<file path="src/rtl/rv_multicycle_ctrl.sv">
`timescale 1ns/1ps
// -----------------------------------------------------------------------------
// rv_multicycle_ctrl
//
// Control FSM for a multicycle RV32I datapath with one shared ALU and one
// unified memory. Each instruction is sequenced over several states. The
// controller drives the datapath mux selects and write enables from the
// registered instruction fields and the ALU zero flag.
//
// Supported instructions: lw, sw, R-type ALU, I-type ALU, beq, bne, jal.
// Any other opcode, an ALU funct3 that the configured ALU cannot execute, or
// a branch funct3 other than beq/bne parks the FSM in TRAP until reset.
//
// Parameters
//   ALUCTRL_W  ALUControl width, 3 or 4. Width 4 adds xor/sll/srl/sra.
//   MEM_LAT    extra wait cycles in FETCH and MEMREAD before memory data is
//              valid (0..15).
//
// Optional build macro
//   MC_CTRL_RETIRE_CNT_EN  adds a 32-bit 'retired' output counting completed
//                          instructions (one count per instr_done cycle).
//
// Ports
//   clk, reset       clock; synchronous active-high reset
//   op, funct3,      instruction fields from the instruction register
//   funct7b5
//   zero             ALU zero flag
//   PCWrite          PC register enable
//   AdrSrc           memory address select (0 = PC, 1 = ALUOut)
//   MemWrite         memory write enable
//   IRWrite          instruction register / OldPC enable
//   ResultSrc        00 = ALUOut, 01 = Data, 10 = ALUResult
//   ALUSrcA          00 = PC, 01 = OldPC, 10 = rs1
//   ALUSrcB          00 = rs2, 01 = Imm, 10 = constant 4
//   ImmSrc           00 = I, 01 = S, 10 = B, 11 = J (from op only)
//   ALUControl       ALU operation code
//   RegWrite         register file write enable
//   instr_done       one-cycle pulse in the last state of each instruction
//   illegal          high while in TRAP
//   retired          (optional) retired-instruction counter
// -----------------------------------------------------------------------------
module rv_multicycle_ctrl #(
    parameter int ALUCTRL_W = 3,
    parameter int MEM_LAT   = 0
) (
    input  logic                 clk,
    input  logic                 reset,
    input  logic [6:0]           op,
    input  logic [2:0]           funct3,
    input  logic                 funct7b5,
    input  logic                 zero,
    output logic                 PCWrite,
    output logic                 AdrSrc,
    output logic                 MemWrite,
    output logic                 IRWrite,
    output logic [1:0]           ResultSrc,
    output logic [1:0]           ALUSrcA,
    output logic [1:0]           ALUSrcB,
    output logic [1:0]           ImmSrc,
    output logic [ALUCTRL_W-1:0] ALUControl,
    output logic                 RegWrite,
    output logic                 instr_done,
    output logic                 illegal
`ifdef MC_CTRL_RETIRE_CNT_EN
    ,
    output logic [31:0]          retired
`endif
);

    localparam logic [6:0] OP_LW     = 7'b0000011;
    localparam logic [6:0] OP_SW     = 7'b0100011;
    localparam logic [6:0] OP_RTYPE  = 7'b0110011;
    localparam logic [6:0] OP_ITYPE  = 7'b0010011;
    localparam logic [6:0] OP_BRANCH = 7'b1100011;
    localparam logic [6:0] OP_JAL    = 7'b1101111;

    localparam logic [ALUCTRL_W-1:0] ALU_ADD = ALUCTRL_W'(4'b0000);
    localparam logic [ALUCTRL_W-1:0] ALU_SUB = ALUCTRL_W'(4'b0001);
    localparam logic [ALUCTRL_W-1:0] ALU_AND = ALUCTRL_W'(4'b0010);
    localparam logic [ALUCTRL_W-1:0] ALU_OR  = ALUCTRL_W'(4'b0011);
    localparam logic [ALUCTRL_W-1:0] ALU_SLT = ALUCTRL_W'(4'b0101);
    localparam logic [ALUCTRL_W-1:0] ALU_XOR = ALUCTRL_W'(4'b0100);
    localparam logic [ALUCTRL_W-1:0] ALU_SLL = ALUCTRL_W'(4'b0110);
    localparam logic [ALUCTRL_W-1:0] ALU_SRL = ALUCTRL_W'(4'b0111);
    localparam logic [ALUCTRL_W-1:0] ALU_SRA = ALUCTRL_W'(4'b1111);

    // Wait-state target for the FETCH / MEMREAD counter.
    localparam logic [3:0] LAT = 4'(MEM_LAT);

    typedef enum logic [3:0] {
        S_FETCH,
        S_DECODE,
        S_MEMADR,
        S_MEMREAD,
        S_MEMWB,
        S_MEMWRITE,
        S_EXECUTER,
        S_EXECUTEI,
        S_ALUWB,
        S_BRANCH,
        S_JAL,
        S_TRAP
    } state_t;

    state_t         state_q, state_d;
    logic [3:0]     cnt_q, cnt_d;
    logic           wait_done;

    // Ungated write enables; the reset gating is applied at the ports.
    logic           pcw_raw, memw_raw, irw_raw, regw_raw;

    logic [ALUCTRL_W-1:0] alu_dec;
    logic                 alu_ok;

    assign wait_done = (cnt_q == LAT);

    // ALU operation for EXECUTER/EXECUTEI, plus whether the configured ALU
    // can execute this funct3 at all (unsupported codes trap from DECODE).
    always_comb begin
        // NOTE: every combinational output gets a default before the case so
        // no path leaves it unassigned, which would infer a latch.
        alu_dec = ALU_ADD;
        alu_ok  = 1'b1;
        case (funct3)
            3'b000: alu_dec = (op[5] && funct7b5) ? ALU_SUB : ALU_ADD;
            3'b010: alu_dec = ALU_SLT;
            3'b110: alu_dec = ALU_OR;
            3'b111: alu_dec = ALU_AND;
            3'b100: begin
                if (ALUCTRL_W == 4) alu_dec = ALU_XOR;
                else                alu_ok  = 1'b0;
            end
            3'b001: begin
                if (ALUCTRL_W == 4) alu_dec = ALU_SLL;
                else                alu_ok  = 1'b0;
            end
            3'b101: begin
                if (ALUCTRL_W == 4) alu_dec = funct7b5 ? ALU_SRA : ALU_SRL;
                else                alu_ok  = 1'b0;
            end
            default: alu_ok = 1'b0;   // funct3 011 (sltu) is not supported
        endcase
    end

    // Immediate format depends on the opcode only, independent of state.
    always_comb begin
        ImmSrc = 2'b00;
        case (op)
            OP_SW:     ImmSrc = 2'b01;
            OP_BRANCH: ImmSrc = 2'b10;
            OP_JAL:    ImmSrc = 2'b11;
            default:   ImmSrc = 2'b00;
        endcase
    end

    // Next-state and Moore output decode.
    always_comb begin
        state_d    = state_q;
        cnt_d      = '0;
        pcw_raw    = 1'b0;
        memw_raw   = 1'b0;
        irw_raw    = 1'b0;
        regw_raw   = 1'b0;
        AdrSrc     = 1'b0;
        ResultSrc  = 2'b00;
        ALUSrcA    = 2'b00;
        ALUSrcB    = 2'b00;
        ALUControl = ALU_ADD;
        instr_done = 1'b0;
        illegal    = 1'b0;

        case (state_q)
            S_FETCH: begin
                // PC + 4 computed here; IR and PC load only once memory is ready.
                ALUSrcB   = 2'b10;
                ResultSrc = 2'b10;
                if (wait_done) begin
                    pcw_raw = 1'b1;
                    irw_raw = 1'b1;
                    state_d = S_DECODE;
                end else begin
                    cnt_d = cnt_q + 4'd1;
                end
            end
            S_DECODE: begin
                // Branch target OldPC + Imm lands in ALUOut for BRANCH.
                ALUSrcA = 2'b01;
                ALUSrcB = 2'b01;
                case (op)
                    OP_LW, OP_SW: state_d = S_MEMADR;
                    OP_RTYPE:     state_d = alu_ok ? S_EXECUTER : S_TRAP;
                    OP_ITYPE:     state_d = alu_ok ? S_EXECUTEI : S_TRAP;
                    OP_BRANCH:    state_d = (funct3[2:1] == 2'b00) ? S_BRANCH : S_TRAP;
                    OP_JAL:       state_d = S_JAL;
                    default:      state_d = S_TRAP;
                endcase
            end
            S_MEMADR: begin
                ALUSrcA = 2'b10;
                ALUSrcB = 2'b01;
                state_d = (op == OP_LW) ? S_MEMREAD : S_MEMWRITE;
            end
            S_MEMREAD: begin
                AdrSrc = 1'b1;
                if (wait_done) state_d = S_MEMWB;
                else           cnt_d   = cnt_q + 4'd1;
            end
            S_MEMWB: begin
                ResultSrc  = 2'b01;
                regw_raw   = 1'b1;
                instr_done = 1'b1;
                state_d    = S_FETCH;
            end
            S_MEMWRITE: begin
                AdrSrc     = 1'b1;
                memw_raw   = 1'b1;
                instr_done = 1'b1;
                state_d    = S_FETCH;
            end
            S_EXECUTER: begin
                ALUSrcA    = 2'b10;
                ALUControl = alu_dec;
                state_d    = S_ALUWB;
            end
            S_EXECUTEI: begin
                ALUSrcA    = 2'b10;
                ALUSrcB    = 2'b01;
                ALUControl = alu_dec;
                state_d    = S_ALUWB;
            end
            S_ALUWB: begin
                regw_raw   = 1'b1;
                instr_done = 1'b1;
                state_d    = S_FETCH;
            end
            S_BRANCH: begin
                ALUSrcA    = 2'b10;
                ALUControl = ALU_SUB;
                // funct3[0] distinguishes bne (take on not-equal) from beq.
                pcw_raw    = funct3[0] ? ~zero : zero;
                instr_done = 1'b1;
                state_d    = S_FETCH;
            end
            S_JAL: begin
                // OldPC + 4 is the link value; PC takes the jump target from ALUOut.
                ALUSrcA = 2'b01;
                ALUSrcB = 2'b10;
                pcw_raw = 1'b1;
                state_d = S_ALUWB;
            end
            S_TRAP: begin
                illegal = 1'b1;
            end
            default: state_d = S_FETCH;
        endcase
    end

    // Write enables are suppressed for the whole reset cycle so an abandoned
    // instruction can never commit architectural state.
    assign PCWrite  = pcw_raw  & ~reset;
    assign IRWrite  = irw_raw  & ~reset;
    assign MemWrite = memw_raw & ~reset;
    assign RegWrite = regw_raw & ~reset;

    always_ff @(posedge clk) begin
        // NOTE: state registers use non-blocking assignments so every flop
        // samples the pre-edge values, independent of statement order.
        if (reset) begin
            state_q <= S_FETCH;
            cnt_q   <= '0;
        end else begin
            state_q <= state_d;
            cnt_q   <= cnt_d;
        end
    end

`ifdef MC_CTRL_RETIRE_CNT_EN
    logic [31:0] retired_q, retired_d;

    // Wraps naturally at 2^32; TRAP never pulses instr_done so the count holds.
    always_comb begin
        retired_d = retired_q;
        if (instr_done) retired_d = retired_q + 32'd1;
    end

    always_ff @(posedge clk) begin
        if (reset) retired_q <= '0;
        else       retired_q <= retired_d;
    end

    assign retired = retired_q;
`endif

endmodule
</file>
<file path="config.mk">
export PLATFORM = sky130hd
export DESIGN_NAME = rv_multicycle_ctrl
export DESIGN_NICKNAME = d
export VERILOG_FILES = /design/src/rtl/rv_multicycle_ctrl.sv
export SDC_FILE = /design/constraint.sdc
export NUM_CORES = 1
export LEC_CHECK = 0
export BUFFER_PORTS_ARGS = -buffer_cell sky130_fd_sc_hd__buf_2
export CORE_AREA = 3 3 46 48
export DETAILED_ROUTE_END_ITERATION = 16
export DIE_AREA = 0 0 49 51
export PLACE_DENSITY = 0.8
export SYNTH_ARGS = -nofsm -noshare
export SYNTH_HDL_FRONTEND = slang
export SYNTH_SLANG_ARGS = --single-unit
export TNS_END_PERCENT = 50
</file>
<file path="constraint.sdc">
create_clock -name clk -period 2.05 [get_ports clk]
set_input_delay 0.3075 -clock clk [delete_from_list [all_inputs] [get_ports clk]]
set_output_delay 0.3075 -clock clk [all_outputs]
set_load 0.005 [all_outputs]
</file>
======== Word-level counts from Yosys, hierarchy flattened ========
Index checks and enable logic that the tools add are counted.
operators by class
  $add $sub $neg .......................... 1
  eq/ne operators ......................... 22
  multiplexer cells ....................... 25
  bitwise gates (word level) .............. 8
  reductions and logical operators ........ 19
operator list
  cell                                                                    number
  4-bit one-hot mux with 6 select lines                                   1
  4-bit one-hot mux with 5 select lines                                   1
  4-bit by 3-bit equality test with 1-bit output (second input constant)  4
  4-bit equality test (second input constant)                             4
  4-bit two-way mux                                                       4
  7-bit by 6-bit equality test with 1-bit output (second input constant)  2
  7-bit equality test (second input constant)                             2
  2-bit OR reduction                                                      7
  2-bit one-hot mux with 2 select lines                                   3
  3-bit one-hot mux with 4 select lines                                   1
  4-bit OR reduction                                                      3
  1-bit two-way mux                                                       10
  3-bit OR reduction                                                      3
  4-bit by 2-bit equality test with 1-bit output (second input constant)  2
  4-bit logical NOT                                                       2
  7-bit by 2-bit equality test with 1-bit output (second input constant)  1
  7-bit by 5-bit equality test with 1-bit output (second input constant)  1
  3-bit equality test (second input constant)                             2
  2-bit one-hot mux with 3 select lines                                   1
  3-bit one-hot mux with 2 select lines                                   1
  4-bit by 1-bit adder with 4-bit output (second input constant)          1
  1-bit bitwise AND                                                       4
  4-bit by 1-bit equality test with 1-bit output (second input constant)  1
  2-bit != test (second input constant)                                   2
  other kinds (9)                                                         12
word-level totals
  bits in registers ....................... 8
  bits of input ports ..................... 14
  word-level logic and storage cells ...... 77

======== Depth between registers and ports, before layout ========
  depth in word-level cells ............... 6
  depth in mapped cells ................... 6
  depth with buffers taken out ............ 6

======== Least setup slack after synthesis ========
OpenSTA, ideal clock, no wires.
  path type ............................... reg2out
  from .................................... reg cnt_q[0]
  to ...................................... out PCWrite
  arrival ................................. 1.460 ns
  data required time ...................... 1.742 ns
  path slack .............................. 0.283 ns
  cell stages (with the launch flop) ...... 7
  path through ............................ dfxtp_1 inv_1 ha_1 nor3b_1 a2bb2oi_1 o22ai_1 nor3b_1
on the way
  longest elaborated chain between the ends .. 4
RTL lines
  item                                   RTL line  text
  from (decl)                            106       logic [3:0] cnt_q, cnt_d;
  from (signal assigned)                 273       cnt_q <= cnt_d;
  4-bit logical NOT                      115       assign wait_done = (cnt_q == LAT);
  1-bit two-way mux                      177       if (wait_done) begin
  1-bit one-hot mux with 3 select lines  172       case (state_q)
  1-bit bitwise AND                      260       assign PCWrite = pcw_raw & ~reset;
  to (decl)                              52        output logic PCWrite,
No other way between the ends.

======== Worst setup path in the final report ========
  from .................................... reg state_q[3]
  to ...................................... out ALUControl[0]
on the way
  longest elaborated chain between the ends .. 3
RTL lines
  item                                            RTL line  text
  from (decl)                                     105       state_t state_q, state_d;
  from (signal assigned)                          272       state_q <= state_d;
  4-bit by 3-bit equality test with 1-bit output  172
  2-bit OR reduction (no line)                    -
  3-bit one-hot mux with 2 select lines (*)       172
  to (decl)                                       60        output logic [ALUCTRL_W-1:0] ALUControl,
Mark *: on every way between the ends. The rest lies on a longest branch, timed or not.

==> flow_summary.toml <==
[drt]
drtIter0Drc = 20
wl_per_cell_um = 12.5
route.detailed.drc = 0
vias = 992
firstDrtPassIters = 4
wl_mm = 2.19
ant_nets = 0
viasPerCell = 5.67

[critical_path]
startpoint_type = "register"
crit_fanout = 10
r2r_cells = 4
cp-end-kind = "output port"
worstSetupStartpoint = "state_q[3]$_SDFFE_PP0P_"
crit_type = "reg -> out"
r2r-start = "state_q[3]$_SDFFE_PP0P_"
cp.arrival_ps = 1590
required_ps = 1740

[timing]
hold_violations = 0
slew_viol_final = 0
worstMarginPinSlew_ps = 375
setup_viol = 0
fmax_mhz = 528
slew_headroom_pct = 74.7
finalClockSkew_ps = 4.25
period_share_pct = 92.5
setup_slack_ps = 154
timing.hold.ws_ps = 374
rsz0062_at_grt = "false"
fin_setup_tns_ps = 0
fin_crit_ps = 1900

[logic_synthesis]
netlist-cell-type-count = 39
syn_avg_cell_area_um2 = 6.86
synth.area.top_cells = "dfxtp_1 20%, nor2_1 8.3%, xnor2_1 5.4%"
synth_top_area_share_pct = 19.6
synth_area_um2 = 816
syn_nets = 135
yosysWarnings = 0
synth.yosys.seq_area_share_pct = 19.6
yosys.area.top_type = "dfxtp_1"
synth_seq_cells = 8
netlist_instances = 119

[flow_run]
maxCapViolCount = 0

[global_route]
antenna_found_initial = 0
grt-ovfl-total = 0
grt_max_degree = 17
grt_pass1_wl_mm = 3.75
grt_usage_pct = 18.7
first_global_vias = 849

[floorplan]
rows = 15
ioPinCount = 32
core_um2 = 1750
die_w_um = 49
die_area_um2 = 2500
initial_core_util_pct = 46.7
dieHeight_um = 51

[power]
pwr-share-comb_pct = 50.2
p_int_mw = 0.393
switchingPower_mw = 0.269
power_mw = 0.662
worst_ir_drop_vdd_uv = 313
power.density_nw_per_um2 = 640
pwr-share-clk_pct = 18.4
seqPwrFrac_pct = 31.4
leakage_nw = 0.438
swShare_pct = 40.6

[cts]
root_buffer = "clkbuf_4"
clk_pin_slew_worst_paths_ps = 60
cts_sinks = 8
post_cts_buffers = 0
clockBufferDepth = 2
cts_tree = "built"
clk_latency_ps = 260
cts_buffers = 3
h-tree-depth = 1

[placement]
io_buffers = 31
dp_slack_ps = 243
gp_congestion = 0.901
dp_hpwl_mm = 1.73

[layout]
num_antenna_cells = 0
drive_gt1_share_pct = 30.7
syn_to_final_growth_pct = 26.8
fillers = 176
fin_nets = 168

[min_path]
holdPathStages = 2
hp-class = "in -> reg"
worstHoldStart = "reset"

[status]
run_status = "finished clean"
[critical path: stages, from the launching register on]
cell and delay [ps]:
dfxtp_1 400, buf_4 210, nor2b_1 260, nand2_1 90, o31ai_1 210, buf_2 150
[sequential cells by signal (all words and copies together) (netlist names)]
name and flops:
cnt_q 4, state_q 4
[cells in the final DEF, fill, tap and decap left out, types with 2 or more instances in the layout]
cell type / Yosys / final
buf_2: 0 / 31
nor2_1: 18 / 18
nand2_1: 8 / 8
dfxtp_1: 8 / 7
inv_1: 6 / 6
nor3_1: 6 / 6
a21oi_1: 6 / 6
nand3_1: 5 / 5
o21ai_0: 5 / 5
nand2b_1: 5 / 5
xnor2_1: 5 / 5
nor2b_1: 4 / 4
buf_4: 0 / 4
nor4_1: 3 / 3
a211oi_1: 3 / 3
nor3b_1: 4 / 3
clkbuf_4: 0 / 3
and3_1: 2 / 2
nand3b_1: 2 / 2
ha_1: 2 / 2
[logic make-up after synthesis]
kind of cell               count (synthesis)  share of synthesized area (%)
and+or+nand+nor                           62                           40.6
AOI/OAI and AO/OA                         27                           23.0
buffers and inverters                     13                           5.98
DFF                                        8                           19.6
xor gates and xnor gates                   6                           6.44
adders and majority gates                  2                           3.07
muxes                                      1                           1.23
[metal layers]
layer	global-route usage, %	vias to the layer above	wire length, um	part of all wire, %
li1	-	491	-	-
met1	24.2	456	993	45
met2	32.6	45	1050	48
met3	3.79	0	147	6.7
met4	2.84	0	0	0
met5	0	-	0	0
[worst paths after layout]
kind | slack (ps) | end
worst min-delay path | 370 | state_q[2]$_SDFFE_PP0P_
worst max register to register | 380 | state_q[2]$_SDFFE_PP0P_
worst min register to register | 470 | cnt_q[0]$_SDFF_PP0_
worst max-delay path | 150 | ALUControl[0]
[power by group through the flow]
| stage | Clock (mW) | Combinational, mW | Sequential [mW] |
|---|---|---|---|
| 2_1_floorplan | 0 | 0.230 | 0.186 |
| 3_3_place_gp | 0 | 0.322 | 0.209 |
| 3_5_place_dp | 0 | 0.330 | 0.210 |
| 4_1_cts | 0.126 | 0.331 | 0.206 |
| 5_1_grt | 0.137 | 0.371 | 0.213 |
| 6_report | 0.122 | 0.332 | 0.208 |
[layout make-up]
cell class | instances | area (um2) | area share [%]
repair buffers | 35 | 185 | 17.9
clock buffers | 3 | 22.5 | 2.18
well taps | 25 | 31.3 | 3.02
multi-input cells | 98 | 612 | 59.1
flip-flops and latches | 8 | 161 | 15.6
inverters | 6 | 22.5 | 2.18
[stage by stage]
step / std cells / instance area (um2) / util [%]
CTS: 175 / 1030 / 58.9
floorplan: 119 / 816 / -
global route: 175 / 1030 / 59.3
finish: 175 / 1030 / 59.3
global placement: 172 / 1010 / 57.6
detailed placement: 172 / 1010 / 57.6
[synth_stat cells, drive strengths merged]
| master | number |
|---|---|
| a211oi | 3 |
| a21oi | 6 |
| a221oi | 1 |
| a2bb2oi | 1 |
| a311o | 1 |
| a311oi | 1 |
| a31o | 1 |
| a31oi | 1 |
| and2b | 1 |
| and3 | 2 |
| buf | 3 |
| clkbuf | 4 |
| dfxtp | 8 |
| ha | 2 |
| inv | 6 |
| mux2i | 1 |
| nand2 | 8 |
| nand2b | 5 |
| nand3 | 5 |
| nand3b | 2 |
| nor2 | 18 |
| nor2b | 4 |
| nor3 | 7 |
| nor3b | 4 |
| nor4 | 3 |
| o21a | 1 |
| o21ai | 5 |
| o221a | 1 |
| o22a | 1 |
| o22ai | 1 |
| o311ai | 1 |
| o31ai | 1 |
| o41ai | 1 |
| or2 | 1 |
| or3 | 1 |
| or4b | 1 |
| xnor2 | 5 |
| xor2 | 1 |
[timing repair]
item                                    in CTS  in global routing
hold buffers                                 0                  0
endpoints found under the setup margin       0                  3
resized for setup                            0                  2
Power figures use the tool's default switching activity.
